`src/rtl/loader_pkg.sv`:
```
// ============================================================================
// Module : loader_pkg
// Brief  : Shared state encoding and constants for the program loader.
// Rev    : 1.0  initial release
// ============================================================================
`default_nettype none

package loader_pkg;

  typedef enum logic [2:0] {
    ST_IDLE  = 3'd0,
    ST_LOAD  = 3'd1,
    ST_WRITE = 3'd2,
    ST_CHECK = 3'd3,
    ST_DONE  = 3'd4
  } state_t;

  localparam int          WORD_BYTES  = 4;
  localparam logic [31:0] ADDR_STRIDE = 32'd4;

endpackage

`default_nettype wire

```
`src/rtl/byte_assembler.sv`:
```
// ============================================================================
// Module : byte_assembler
// Brief  : Packs accepted stream bytes into a little-endian 32-bit word.
// Rev    : 1.0  initial release
// ============================================================================
`default_nettype none

module byte_assembler
  import loader_pkg::*;
(
  input  logic        clk,
  input  logic        rst_n,
  input  logic        i_clear,
  input  logic        i_accept,
  input  logic [7:0]  i_byte,
  output logic [31:0] o_word,
  output logic        o_word_complete
);

  localparam int IDX_W = $clog2(WORD_BYTES);

  logic [IDX_W-1:0] r_idx;
  logic [31:0]      r_word;

  // Shifting in from the top leaves byte 0 in bits [7:0] after four bytes.
  always_ff @(posedge clk) begin
    if (!rst_n) begin
      r_idx  <= '0;
      r_word <= '0;
    end else if (i_clear) begin
      r_idx  <= '0;
      r_word <= '0;
    end else if (i_accept) begin
      r_idx  <= r_idx + IDX_W'(1);
      r_word <= {i_byte, r_word[31:8]};
    end
  end

  assign o_word          = r_word;
  assign o_word_complete = i_accept && (r_idx == IDX_W'(WORD_BYTES - 1));

endmodule

`default_nettype wire

```
`src/rtl/program_loader.sv`:
```
// ============================================================================
// Module : program_loader
// Brief  : Loads a byte stream into instruction memory, holding the CPU in
//          reset until done. Optional checksum: PROGRAM_LOADER_CHECKSUM_EN.
// Rev    : 1.0  initial release
// ============================================================================
`default_nettype none

module program_loader
  import loader_pkg::*;
#(
  parameter logic [31:0] BASE_ADDR   = 32'h0000_0000,
  parameter int          DEPTH_WORDS = 64,
  parameter int          CNT_W       = 16
) (
  input  logic             clk,
  input  logic             rst_n,
  input  logic             i_start,
  input  logic [CNT_W-1:0] i_word_count,
  input  logic             i_byte_valid,
  input  logic [7:0]       i_byte_data,
  output logic             o_byte_ready,
  output logic             o_wr_en,
  output logic [31:0]      o_wr_addr,
  output logic [31:0]      o_wr_data,
  output logic             o_busy,
  output logic             o_done,
  output logic             o_error,
  output logic             o_cpu_reset_n,
  output logic [CNT_W-1:0] o_words_written
);

  localparam logic [CNT_W-1:0] c_depth = CNT_W'(DEPTH_WORDS);

  state_t           r_state;
  logic [CNT_W-1:0] r_count;
  logic [CNT_W-1:0] r_words_written;
  logic             r_byte_ready;
  logic             r_wr_en;
  logic [31:0]      r_wr_addr;
  logic [31:0]      r_wr_data;
  logic             r_busy;
  logic             r_done;
  logic             r_error;
  logic             r_cpu_reset_n;
`ifdef PROGRAM_LOADER_CHECKSUM_EN
  logic [31:0]      r_sum;
  logic             r_chk_pend;
`endif

  logic             w_start_ok;
  logic             w_accept;
  logic [31:0]      w_word;
  logic             w_word_complete;
  logic [CNT_W-1:0] w_ww_next;

  assign w_start_ok = i_start && ((r_state == ST_IDLE) || (r_state == ST_DONE));
  assign w_accept   = i_byte_valid && r_byte_ready;
  assign w_ww_next  = r_words_written + CNT_W'(1);

  byte_assembler u_asm (
    .clk             (clk),
    .rst_n           (rst_n),
    .i_clear         (w_start_ok),
    .i_accept        (w_accept),
    .i_byte          (i_byte_data),
    .o_word          (w_word),
    .o_word_complete (w_word_complete)
  );

  always_ff @(posedge clk) begin
    if (!rst_n) begin
      r_state         <= ST_IDLE;
      r_count         <= '0;
      r_words_written <= '0;
      r_byte_ready    <= 1'b0;
      r_wr_en         <= 1'b0;
      r_wr_addr       <= BASE_ADDR;
      r_wr_data       <= '0;
      r_busy          <= 1'b0;
      r_done          <= 1'b0;
      r_error         <= 1'b0;
      r_cpu_reset_n   <= 1'b0;
`ifdef PROGRAM_LOADER_CHECKSUM_EN
      r_sum           <= '0;
      r_chk_pend      <= 1'b0;
`endif
    end else begin
      r_wr_en <= 1'b0;
      case (r_state)
        ST_IDLE, ST_DONE: begin
          if (i_start) begin
            if (i_word_count == '0) begin
              r_state         <= ST_DONE;
              r_words_written <= '0;
              r_busy          <= 1'b0;
              r_done          <= 1'b1;
              r_error         <= 1'b0;
              r_cpu_reset_n   <= 1'b1;
            end else if (i_word_count > c_depth) begin
              r_state       <= ST_IDLE;
              r_done        <= 1'b0;
              r_error       <= 1'b1;
              r_cpu_reset_n <= 1'b0;
            end else begin
              r_state         <= ST_LOAD;
              r_count         <= i_word_count;
              r_words_written <= '0;
              r_byte_ready    <= 1'b1;
              r_busy          <= 1'b1;
              r_done          <= 1'b0;
              r_error         <= 1'b0;
              r_cpu_reset_n   <= 1'b0;
`ifdef PROGRAM_LOADER_CHECKSUM_EN
              r_sum           <= '0;
              r_chk_pend      <= 1'b0;
`endif
            end
          end
        end
        ST_LOAD: begin
          if (w_word_complete) begin
            r_state      <= ST_WRITE;
            r_byte_ready <= 1'b0;
          end
        end
        ST_WRITE: begin
          r_wr_en         <= 1'b1;
          r_wr_addr       <= BASE_ADDR + 32'(r_words_written) * ADDR_STRIDE;
          r_wr_data       <= w_word;
          r_words_written <= w_ww_next;
`ifdef PROGRAM_LOADER_CHECKSUM_EN
          r_sum           <= r_sum + w_word;
`endif
          if (w_ww_next == r_count) begin
`ifdef PROGRAM_LOADER_CHECKSUM_EN
            r_state      <= ST_CHECK;
            r_byte_ready <= 1'b1;
`else
            r_state       <= ST_DONE;
            r_busy        <= 1'b0;
            r_done        <= 1'b1;
            r_cpu_reset_n <= 1'b1;
`endif
          end else begin
            r_state      <= ST_LOAD;
            r_byte_ready <= 1'b1;
          end
        end
`ifdef PROGRAM_LOADER_CHECKSUM_EN
        // Compare one cycle after the last checksum byte so the assembled word is settled.
        ST_CHECK: begin
          if (r_chk_pend) begin
            r_chk_pend    <= 1'b0;
            r_state       <= ST_DONE;
            r_busy        <= 1'b0;
            r_done        <= 1'b1;
            r_error       <= (w_word != r_sum);
            r_cpu_reset_n <= (w_word == r_sum);
          end else if (w_word_complete) begin
            r_byte_ready <= 1'b0;
            r_chk_pend   <= 1'b1;
          end
        end
`endif
        default: begin
          r_state      <= ST_IDLE;
          r_byte_ready <= 1'b0;
          r_busy       <= 1'b0;
        end
      endcase
    end
  end

  assign o_byte_ready    = r_byte_ready;
  assign o_wr_en         = r_wr_en;
  assign o_wr_addr       = r_wr_addr;
  assign o_wr_data       = r_wr_data;
  assign o_busy          = r_busy;
  assign o_done          = r_done;
  assign o_error         = r_error;
  assign o_cpu_reset_n   = r_cpu_reset_n;
  assign o_words_written = r_words_written;

endmodule

`default_nettype wire
```
`config.mk`:
```
export PLATFORM = sky130hd
export DESIGN_NAME = program_loader
export DESIGN_NICKNAME = d
export VERILOG_FILES = /design/src/rtl/loader_pkg.sv /design/src/rtl/byte_assembler.sv /design/src/rtl/program_loader.sv
export SDC_FILE = /design/constraint.sdc
export NUM_CORES = 1
export LEC_CHECK = 0
export CORE_MARGIN = 1
export CORE_UTILIZATION = 51
export DETAILED_ROUTE_END_ITERATION = 8
export PLACE_DENSITY_LB_ADDON = 0.1
export SYNTH_ARGS = -nofsm -noshare
export SYNTH_HDL_FRONTEND = slang
export SYNTH_HIERARCHICAL = 1
export SYNTH_SLANG_ARGS = --single-unit
```
`constraint.sdc`:
```
create_clock -name clk -period 3 [get_ports clk]
set_input_delay 0.6 -clock clk [delete_from_list [all_inputs] [get_ports clk]]
set_output_delay 0.6 -clock clk [all_outputs]
set_load 0.02 [all_outputs]
```
Word-level counts from Yosys, hierarchy flattened
Index checks and enable logic that the tools add are counted.

word-level totals
  bits in latches = 0
  bits of input ports = 28
  ROM bits = 0
  RAM bits = 0
  flip-flop bits (word level) = 122
  memories kept = 0

cells by class
  $mul = 0
  $add $sub $neg = 2
  reduce and logical (&&, ||, !) cells = 16
  order comparisons = 1
  shift operators = 0
  bitwise gates (word level) = 4
  muxes and demuxes = 27
  eq/ne operators = 12
  div/mod/pow operators = 0

operator list
  kind                                                 count
  2-to-1 mux 16 bit                                    3
  one-hot mux 16 bit (2 select lines)                  1
  adder 16 x 1 -> 16 bit, second input constant        1
  == test 16 bit                                       1
  > comparator 16 x 7 -> 1 bit, second input constant  1
  logical NOT 16 bit                                   1
  2-to-1 mux 1 bit                                     15
  2-to-1 mux 3 bit                                     4
  inequality test 2 bit, second input constant         5
  one-hot mux 3 bit (3 select lines)                   1
  AND reduction 4 bit                                  2
  one-hot mux 1 bit (3 select lines)                   2
  AND reduction 3 bit                                  2
  AND reduction 5 bit                                  1
  NOT 1 bit                                            4
  AND reduction 2 bit                                  2
  OR reduction 2 bit                                   2
  == test 3 x 1 -> 1 bit, second input constant        1
  == test 3 x 2 -> 1 bit, second input constant        1
  == test 3 bit, second input constant                 1
  logical AND 1 bit                                    3
  logical NOT 3 bit                                    1
  inequality test 3 bit, second input constant         1
  adder 2 x 1 -> 2 bit, second input constant          1
  other kinds (5)                                      5

Longest topological paths before layout
Gate-level depths: netlist (run 1).

  depth after elaboration = 5
  gate-level depth with buffers = 8

Hierarchy
The synthesis (run 1) kept the hierarchy.

by module, submodules not included
  module          seq. area each (µm²)  times used  area an instance (µm²)  cells each
  program_loader  1761.7                1           4214.0                  513
  byte_assembler  680.7                 1           1272.5                  113

Worst setup path before layout (run 1)
OpenSTA, ideal clock, no wires.

  path type = input -> register
  start = in i_word_count[0]
  end = reg r_count[6]
  setup time = 0.116 ns
  arrival time = 2.286 ns
  data required time = 2.884 ns
  slack = 0.598 ns
  cell stages on the path = 8
  cells stage by stage = or4_4 -> o31a_1 -> nand2b_4 -> or3_1 -> buf_6 -> buf_6 -> mux2i_1 -> nor2b_1

between the ends
  cells in the longest elaborated chain, start to end = 3
  elaborated cells on any way between the ends = 5
  classes of those cells = order compare: 1; bitwise: 2; reduce/logical: 2

ends and longest elaborated chain
  item                                                                       line                                         source
  start, declared                                                            program_loader.sv:19                         input logic [CNT_W-1:0] i_word_count,
  > comparator 16 x 7 -> 1 bit / logical NOT 16 bit (equally long branches)  program_loader.sv:100, program_loader.sv:93
  NOT 1 bit (no line)                                                        n/a
  AND reduction 4 bit (no line) *                                            n/a
  end signal, assigned                                                       program_loader.sv:107                        r_count <= i_word_count;
  end, declared                                                              program_loader.sv:36                         logic [CNT_W-1:0] r_count;

Mark *: on every way between the ends. The rest lies on a longest branch, timed or not.
A chain may end at the register's enable or synchronous reset.

Final worst setup path (run 1)
  start = reg r_words_written[3] (netlist: o_words_written[3])
  end = reg r_byte_ready (netlist: o_byte_ready)

between the ends
  cells in the longest elaborated chain, start to end = 4

ends and longest elaborated chain
  item                             line                   source
  start, declared                  program_loader.sv:37   logic [CNT_W-1:0] r_words_written;
  start signal, assigned           program_loader.sv:131  r_words_written <= w_ww_next;
  adder 16 x 1 -> 16 bit           program_loader.sv:59   assign w_ww_next = r_words_written + CNT_W'(1);
  == test 16 bit                   program_loader.sv:135  if (w_ww_next == r_count) begin
  inequality test 2 bit (no line)  n/a
  AND reduction 5 bit (no line)    n/a
  end signal, assigned             program_loader.sv:76   r_byte_ready <= 1'b0;
  end signal, assigned             program_loader.sv:124  r_byte_ready <= 1'b0;
  end signal, assigned             program_loader.sv:147  r_byte_ready <= 1'b1;
  end, declared                    program_loader.sv:38   logic r_byte_ready;

Every way passes these cells.

==> run_results.csv, run 1 <==
group,metric,value,unit
yosys,ys_seq_elements,122,
timing,finalMaxSlewViolations,0,
place,io_buffers,97,
worst_setup_path,cp-end-kind,"register",
yosys,yosys_warnings,6,
clock_network,clock_latency,520,ps
cells_and_area,final_util,67.9,%
route,drc_errors,0,
yosys,async_reset_ff_share,0,%
run,maxCapViolCount,0,
place,gp_congestion,0.798,
pwr,power.leakage,2.54,nW
clock_network,clk_pin_slew_worst_paths,60,ps
route,vias,4654,
floorplan,fp.dieH,106,um
floorplan,core,10400,um2
cells_and_area,antenna_cells,0,
worst_setup_path,startpoint,"o_words_written[3]",
yosys,ys.flop_type,"dfxtp_1",
clock_network,cts-htree-levels,4,
timing,tns,0,ps
worst_setup_path,start_kind,"register",
worst_setup_path,critPathArrivalTime,3170,ps
route,drt_iter0_drc,197,
timing,fin_crit,2760,ps
clock_network,cts_sinks,122,
worst_hold_path,holdPathEnd,"o_wr_data[7]",
worst_setup_path,r2r_cells,6,
worst_hold_path,min-delay-start,"o_wr_data[7]",
worst_setup_path,r2r_end,"o_byte_ready",
clock_network,ctsHoldBuffers,0,
yosys,synth_edf_count,0,
timing,timing.slew.headroom,53.7,%
clock_network,cts-root-buf,"clkbuf_8",
clock_network,ctsResizeCount,0,
cells_and_area,drive_gt1_share,9.13,%
route,wl_per_cell,15.1,um
worst_setup_path,r2r_start,"o_words_written[3]",
clock_network,post_cts_buffers,0,
clock_network,clk_path_buf_depth,2,
timing,clock_skew,8.04,ps
route,viasPerCell,5.42,
yosys,yosysSeqAreaShare,44.5,%
global_routing,grt_first_pass_wirelength,22.2,mm
place,placedInstanceArea,6410,um2
pwr,power.share.combinational,2.8,%
run_status,status,"complete, no violations",
clock_network,cts_buffers,17,
worst_hold_path,min_path_cells,2,
global_routing,grtUsageTotal,24.9,%
pwr,p_clk_share,55.5,%
yosys,synth_cells,626,
timing,max_freq,363,MHz
floorplan,die-width,106,um
worst_setup_path,crit_type,"reg -> reg",
pwr,switching_share,21.9,%
timing,tightest_slew,692,ps
pwr,p_per_area,553,nW/um2
global_routing,antenna_found_initial,0,
yosys,synthDistinctLibCells,56,
floorplan,floorplan.initialDensity,52.9,%
timing,timing.final.crit_share,91.9,%
pwr,seq_power_share,41.7,%
global_routing,gr-total-overflow,0,
global_routing,grt_max_degree,47,
cells_and_area,postLayoutCellArea,7040,um2
clock_network,cts_tree,"built",
route,routed_wl,13.0,mm
worst_setup_path,required,3410,ps
worst_setup_path,path_max_fanout,12,
cells_and_area,area_delta_synth_final,28.3,%
floorplan,ios,114,
pwr,total_switching_power,0.851,mW
floorplan,fp-row-count,37,
timing,rsz0062_at_grt,"false",
global_routing,grt_pass1_vias,4624,
yosys,postSynthAreaPerCell,8.76,um2
yosys,syn_area,5490,um2
worst_hold_path,hp-class,"reg -> reg",
route,drtAntennaViolNets,0,
cells_and_area,fin_nets,740,
worst_setup_path,worst-r2r-setup-slack,240,ps
place,dpl.hpwl,8.67,mm
floorplan,die_area,11200,um2
timing,finalSetupViolations,0,
pwr,p_int,3.04,mW
pwr,ir_drop,392,uV
route,firstDrtPassIters,5,
timing,hold_violations,0,
[layout make-up]
class                           instances  area, um2
Fill cell                             838       3330
Multi-Input combinational cell        446       2670
Sequential cell                       122       2440
Timing Repair Buffer                  115       1100
Clock buffer                           17        414
Clock inverter                         15        214
Tap cell                              136        170
Inverter                                8       30.0
[synthesized netlist by cell type (3+ instances only)]
cell      instances  area [um2]
a21oi_1           7        35.0
mux2i_1          41         410
o21a_1            4        30.0
inv_1             8        30.0
o211ai_1          4        30.0
and3_1           12        75.1
nand2b_1          4        25.0
buf_6             4        45.0
dfxtp_1         122        2440
a21boi_0         49         368
nor2b_1           8        50.1
nand2_1         119         447
o21ai_0          22         110
and2_1            4        25.0
or3_1             6        37.5
xor2_1            8        70.1
nand3_1           6        30.0
buf_12            3        60.1
nor3_1           10        50.1
buf_2            10        50.1
nand4_1           7        43.8
xnor2_1          10        87.6
clkbuf_1         27         101
a31oi_1          13        81.3
o31a_1            3        26.3
nor2_1           54         203
and4_1            3        26.3
buf_4            19         143
nor4_1            4        25.0
[critical path: stages, from the launching register on]
cell,delay [ps]
dfxtp_1,650
nand3_2,390
and2_1,300
or3_1,350
a32oi_1,300
nand4_1,330
o31a_1,330
[per-layer routing]
metal  up-vias  part of all wire [%]  GRT usage [%]
met1      2207                    42           30.3
met3        20                   6.5           7.42
met5         -                     0              0
li1       2270                     -              -
met4         0                   1.4           9.72
met2       157                    50           41.3
[logic make-up (layout without fill, tap and decap cells)]
| kind of cell | after synthesis | after routing | share of synthesized area, % |
|---|---|---|---|
| other cells | 1 | 16 | 0.0683 |
| buf+inv | 73 | 155 | 7.98 |
| simple gates | 254 | 254 | 22.2 |
| compound gates | 115 | 115 | 14.4 |
| xor+xnor | 18 | 18 | 2.87 |
| flops | 122 | 122 | 44.5 |
| mux | 41 | 41 | 7.48 |
| fa+ha+maj | 2 | 2 | 0.456 |
[how the worst max path moves through the flow]
stage | depth (start not counted) | end
finish | 6 | o_byte_ready
global route | 6 | o_byte_ready
CTS | 6 | o_byte_ready
detailed placement | 7 | o_words_written[5]
global placement | 7 | o_words_written[5]
floorplan | 8 | r_count[6]
[sequential cells by signal, indices dropped and copies added, names as in the netlist, 2 cells and up]
register and count:
u_asm/r_idx 2, r_count 16, o_words_written 16, o_wr_addr 16, u_asm/o_word 32, r_state 3
o_wr_data 32
[layout by cell type, fill, tap and decap left out, drive strengths merged, types with 12 or more instances in the layout]
master         Yosys  final
clkbuf            28     17
conb               1     16
clkdlybuf4s50      0     96
nand2            119    119
o21ai             22     22
and3              12     12
nor2              55     55
mux2i             41     41
a21boi            49     49
buf               37     19
a31oi             13     13
inv                8     13
dfxtp            122    122
[stage by stage]
stage          cells  setup WS (ps)  hold slack [ps]  total power, mW
3_3_place_gp     827            118              452             1.77
5_1_grt          859           88.6              488             4.02
3_5_place_dp     827           54.5              459             1.77
6_report         859            242              463             3.89
4_1_cts          859            270              467             3.93
2_1_floorplan    641            598              440             1.73
[power by group through the flow]
stage	sequential [mW]	clock, mW	combinational [mW]
finish	1.62	2.16	0.108
global route	1.62	2.28	0.116
CTS	1.62	2.20	0.108
detailed placement	1.66	0	0.107
global placement	1.66	0	0.107
floorplan	1.66	0	0.0723
Note: power is estimated with default switching activity, not from simulation.
==> run 2: changes to the inputs <==
--- a/config.mk
+++ b/config.mk
@@ -6,9 +6,10 @@
 export NUM_CORES = 1
 export LEC_CHECK = 0
 export CORE_MARGIN = 1
-export CORE_UTILIZATION = 51
+export CORE_UTILIZATION = 45
 export DETAILED_ROUTE_END_ITERATION = 8
 export PLACE_DENSITY_LB_ADDON = 0.1
+export SKIP_CTS_REPAIR_TIMING = 1
 export SYNTH_ARGS = -nofsm -noshare
 export SYNTH_HDL_FRONTEND = slang
 export SYNTH_HIERARCHICAL = 1
==> run 2 against run 1 <==
Compared with the run above: maximum frequency up 5.0%; cell area decreased by 1.2%; count of clock-buffer cells in the layout grew 5; critical path type unchanged; largest power group unchanged.
==> run_results.csv, run 2 (synthesis gave the netlist of run 1 again) <==
group,metric,value,unit
run_status,status,"complete, no violations",
cells_and_area,postLayoutCellArea,6960,um2
timing,timing.slew.headroom,29.9,%
pwr,p_total,3.72,mW
global_routing,grt_pass1_vias,4341,
floorplan,ios,114,
worst_setup_path,worst-path-buf-inv,0,
pwr,total_switching_power,0.778,mW
worst_setup_path,critPathArrivalTime,2930,ps
route,firstDrtPassIters,4,
clock_network,cts_tree,"built",
clock_network,cts-root-buf,"clkbuf_16",
worst_setup_path,required,3300,ps
timing,timing.final.ws_setup,373,ps
timing,clock_skew,14.1,ps
floorplan,die_area,12600,um2
pwr,ir_drop,398,uV
global_routing,grt_max_degree,57,
timing,tightest_slew,1050,ps
timing,hold-worst-slack,458,ps
pwr,power.share.combinational,2.9,%
cells_and_area,final_cell_mix,"dfxtp_1, nand2_1, clkdlybuf4s50_1",
route,routed_wl,12.6,mm
worst_setup_path,r2r_cells,6,
place,dpl.hpwl,8.50,mm
place,gp_congestion,0.805,
route,drt_iter0_drc,178,
timing,finalMaxSlewViolations,0,
global_routing,grt_util_met1,28.4,%
cells_and_area,area_delta_synth_final,26.8,%
pwr,p_clk_share,53.4,%
route,drtAntennaViolNets,0,
run,maxCapViolCount,0,
route,drc_errors,0,
global_routing,grtUsageTotal,21.2,%
worst_setup_path,cp_top_family,"simple AND/OR/NAND/NOR gates",
worst_setup_path,crit_type,"reg -> reg",
clock_network,cts_buffers,17,
clock_network,cts-htree-levels,4,
timing,max_freq,381,MHz
route,wl_per_cell,14.6,um
cells_and_area,final_util,59.7,%
cells_and_area,drive_gt1_share,7.95,%
worst_setup_path,r2r_end,"o_byte_ready",
global_routing,antenna_found_initial,0,
global_routing,grt-busiest-layer,"met2",
pwr,seq_power_share,43.7,%
place,dp_cells,828,
clock_network,cts_sinks,122,
floorplan,fp.dieH,112,um
worst_setup_path,worst-r2r-setup-slack,370,ps
worst_setup_path,start_kind,"register",
cells_and_area,fill_cells,1047,
global_routing,use_met2,32.9,%
pwr,p_per_area,534,nW/um2
cells_and_area,antenna_cells,0,
place,placedInstanceArea,6370,um2
floorplan,core,11700,um2
cells_and_area,layout_commonest_cell,"dfxtp_1",
place,dp_slack,11.1,ps
worst_setup_path,path_max_fanout,12,
clock_network,clock_latency,410,ps
floorplan,floorplan.initialDensity,47.0,%
timing,hold_violations,0,
place,io_buffers,97,
clock_network,clk_pin_slew_worst_paths,60,ps
global_routing,grt_first_pass_wirelength,21.3,mm
worst_setup_path,critPathMaxStageDelay,630,ps
route,vias,4530,
timing,tns,0,ps
route,viasPerCell,5.27,
cells_and_area,post_layout_nonfiller_instances,860,
clock_network,clk_path_buf_depth,2,
timing,fin_crit,2630,ps
worst_hold_path,min-delay-start,"o_wr_data[19]",
worst_setup_path,critical_path.cell_chain,"nand3_2 > and2_1 > or3_1 > a32oi_1 > nand4_1 > o31a_1",
pwr,power.leakage,2.48,nW
worst_setup_path,slowest_stage,"dfxtp_1",
worst_hold_path,holdPathEnd,"o_wr_data[19]",
worst_hold_path,min_path_cells,2,
cells_and_area,ff_latch_area,2440,um2
floorplan,fp-row-count,39,
worst_setup_path,startpoint,"o_words_written[3]",
timing,finalSetupViolations,0,
global_routing,grtUsageMet3,5.62,%
worst_setup_path,r2r_start,"o_words_written[3]",
global_routing,gr-total-overflow,0,
cells_and_area,fin_nets,734,
pwr,p_int,2.94,mW
timing,rsz0062_at_grt,"false",
worst_hold_path,hp-class,"reg -> reg",
worst_setup_path,cp-end-kind,"register",
pwr,switching_share,20.9,%
cells_and_area,multi_input_area,2670,um2
timing,timing.final.crit_share,87.6,%
floorplan,die-width,112,um
-- run 2: metal layers --
| layer | vias to the layer above | wire, um |
|---|---|---|
| met5 | - | 0 |
| met4 | 0 | 145 |
| met3 | 14 | 605 |
| met2 | 139 | 5710 |
| met1 | 2116 | 6100 |
| li1 | 2261 | - |
-- run 2: how the worst max path moves through the flow --
stage	to	slack, ps	cells past startpoint
after floorplan	r_count[6]	600	8
after global placement	o_words_written[4]	60	7
after detailed placement	o_words_written[5]	10	7
after CTS	o_words_written[4]	400	7
after global routing	o_byte_ready	180	6
final	o_byte_ready	370	6
-- run 2: power by group through the flow --
stage	sequential [mW]	combinational (mW)	clock (mW)
5_1_grt	1.62	0.116	2.10
6_report	1.62	0.108	1.99
3_5_place_dp	1.66	0.108	0
3_3_place_gp	1.66	0.107	0
2_1_floorplan	1.66	0.0723	0
4_1_cts	1.62	0.108	2.01
-- run 2: area by class of cell --
class	count	area share, %
flip-flops and latches	122	35.1
clock inverters	10	1.69
repair buffers	109	15.2
inverters	8	0.432
multi-input cells	446	38.3
clock buffers	22	6.67
well taps	143	2.57
-- run 2: worst min-delay path: cells and delay by family, from the launching register on --
kind,cells,cell delay (ps)
DFF,1,300
and+or+nand+nor,1,40
AOI/OAI and AO/OA,1,60
==> run 3: changes to the inputs <==
--- a/config.mk
+++ b/config.mk
@@ -6,7 +6,7 @@
 export NUM_CORES = 1
 export LEC_CHECK = 0
 export CORE_MARGIN = 1
-export CORE_UTILIZATION = 45
+export CORE_UTILIZATION = 50
 export DETAILED_ROUTE_END_ITERATION = 8
 export PLACE_DENSITY_LB_ADDON = 0.1
 export SKIP_CTS_REPAIR_TIMING = 1
==> run 3 against run 2 <==
Compared with the run above: combinational power barely moved; setup slack improved by 110 ps; largest cell class unchanged; sequential cell count did not move; global-route usage rose by 1.6 points; cell count fell by 0.12%; count of clock-buffer cells in the layout did not move; critical path depth rose by 1; register-to-register slack improved by 110 ps; largest power group unchanged; sequential share of layout area fell by 0.12 points.
==> run_results.csv, run 3 (synthesis gave the netlist of run 1 again) <==
group,metric,value,unit
timing,timing.final.crit_share,84.1,%
route,drtAntennaViolNets,0,
worst_setup_path,critical_path.cell_chain,"ha_1 > nand3_2 > and2_1 > or3_1 > a32oi_1 > nand4_1 > a31o_2",
clock_network,cts_tree,"built",
route,drc_errors,0,
place,dp_cells,827,
pwr,switching_share,21.1,%
floorplan,ios,114,
route,viasPerCell,5.33,
clock_network,clk_pin_slew_worst_paths,60,ps
global_routing,grt_first_pass_wirelength,20.5,mm
timing,fin_crit,2520,ps
pwr,p_total,3.68,mW
clock_network,clock_latency,520,ps
floorplan,fp-row-count,37,
timing,hold_violations,0,
global_routing,grt_pass1_vias,4260,
clock_network,cts_buffers,17,
cells_and_area,antenna_cells,0,
run_status,status,"complete, no violations",
timing,hold-worst-slack,459,ps
clock_network,cts_sinks,122,
clock_network,clk_path_buf_depth,2,
timing,tns,0,ps
global_routing,gr-total-overflow,0,
route,routed_wl,12.3,mm
cells_and_area,fin_nets,740,
worst_setup_path,cp_top_family,"simple AND/OR/NAND/NOR gates",
clock_network,cts-root-buf,"clkbuf_8",
pwr,power.leakage,2.52,nW
cells_and_area,layout_commonest_cell,"dfxtp_1",
worst_hold_path,hp-class,"reg -> reg",
pwr,p_int,2.90,mW
cells_and_area,ff_latch_area,2440,um2
worst_setup_path,crit_type,"reg -> reg",
cells_and_area,final_cell_mix,"dfxtp_1, nand2_1, clkdlybuf4s50_1",
pwr,seq_power_share,44.2,%
timing,timing.slew.headroom,54.1,%
cells_and_area,multi_input_area,2670,um2
floorplan,die-width,107,um
worst_setup_path,critPathArrivalTime,2940,ps
route,vias,4577,
pwr,total_switching_power,0.777,mW
pwr,power.share.combinational,2.9,%
worst_setup_path,worst-path-buf-inv,0,
floorplan,fp.dieH,107,um
timing,finalSetupViolations,0,
worst_setup_path,path_max_fanout,12,
route,drt_iter0_drc,170,
cells_and_area,drive_gt1_share,8.71,%
global_routing,grtUsageTotal,22.8,%
worst_setup_path,required,3420,ps
global_routing,antenna_found_initial,0,
timing,finalMaxSlewViolations,0,
worst_setup_path,cp-end-kind,"register",
pwr,p_per_area,527,nW/um2
floorplan,floorplan.initialDensity,52.4,%
cells_and_area,post_layout_nonfiller_instances,859,
run,maxCapViolCount,0,
place,io_buffers,97,
clock_network,cts-htree-levels,4,
floorplan,core,10500,um2
pwr,p_clk_share,52.9,%
cells_and_area,area_delta_synth_final,27.2,%
place,gp_congestion,0.827,
timing,tightest_slew,685,ps
worst_setup_path,slowest_stage,"dfxtp_1",
worst_setup_path,start_kind,"register",
global_routing,grt_max_degree,46,
worst_setup_path,critPathMaxStageDelay,340,ps
pwr,ir_drop,341,uV
timing,clock_skew,7.73,ps
floorplan,die_area,11400,um2
route,firstDrtPassIters,4,
route,wl_per_cell,14.4,um
place,dpl.hpwl,8.47,mm
timing,max_freq,397,MHz
timing,rsz0062_at_grt,"false",
cells_and_area,fill_cells,883,
==> run 3: cell types whose count changed in the layout (fill, tap and decap cells not counted), sizes merged <==
cell | before | now
buf | 13 | 19
clkinvlp | 4 | 2
clkinv | 3 | 4
inv | 9 | 10
==> run 3: power groups by stage <==
stage | logic (mW) | registers, mW | clock network (mW)
after floorplan | 0.0723 | 1.66 | 0
after global placement | 0.106 | 1.66 | 0
after detailed placement | 0.108 | 1.66 | 0
after CTS | 0.108 | 1.62 | 1.98
after global routing | 0.117 | 1.62 | 2.05
final | 0.108 | 1.62 | 1.94
==> run 3: layout make-up <==
type / instances / share of cell area, %
repair buffers: 115 / 15.8
clock buffers: 22 / 6.49
multi-input cells: 446 / 38.2
inverters: 8 / 0.430
clock inverters: 10 / 1.67
flip-flops and latches: 122 / 35.0
well taps: 136 / 2.44
==> run 3: path summary, 6_finish.rpt <==
path / startpoint / endpoint / slack (ps) / depth (start not counted)
setup / recovery: o_words_written[0] / o_busy / 480 / 7
hold / removal: o_wr_data[14] / o_wr_data[14] / 460 / 2
setup reg to reg: o_words_written[0] / o_busy / 480 / 7
hold reg to reg: o_wr_data[14] / o_wr_data[14] / 460 / 2
==> run 3: worst min-delay path: stages (launching register included) <==
cell and delay, ps:
dfxtp_1 300, nand2_1 40, a21boi_0 60
==> run 3: per-stage QoR <==
step | area, um2 | worst slack (ps) | utilization [%]
after floorplan | 5540 | 598 | -
after global placement | 6410 | 98.4 | 61.3
after detailed placement | 6410 | 39.5 | 61.3
after CTS | 6980 | 497 | 66.7
after global routing | 6980 | 315 | 66.7
final | 6980 | 478 | 66.7
==> run 3: layer usage <==
| layer | track usage, % | vias up | share of wire, % |
|---|---|---|---|
| li1 | - | 2278 | - |
| met1 | 30.1 | 2151 | 48 |
| met2 | 35.9 | 136 | 46 |
| met3 | 6.14 | 12 | 4.9 |
| met4 | 7.73 | 0 | 0.90 |
| met5 | 0 | - | 0 |
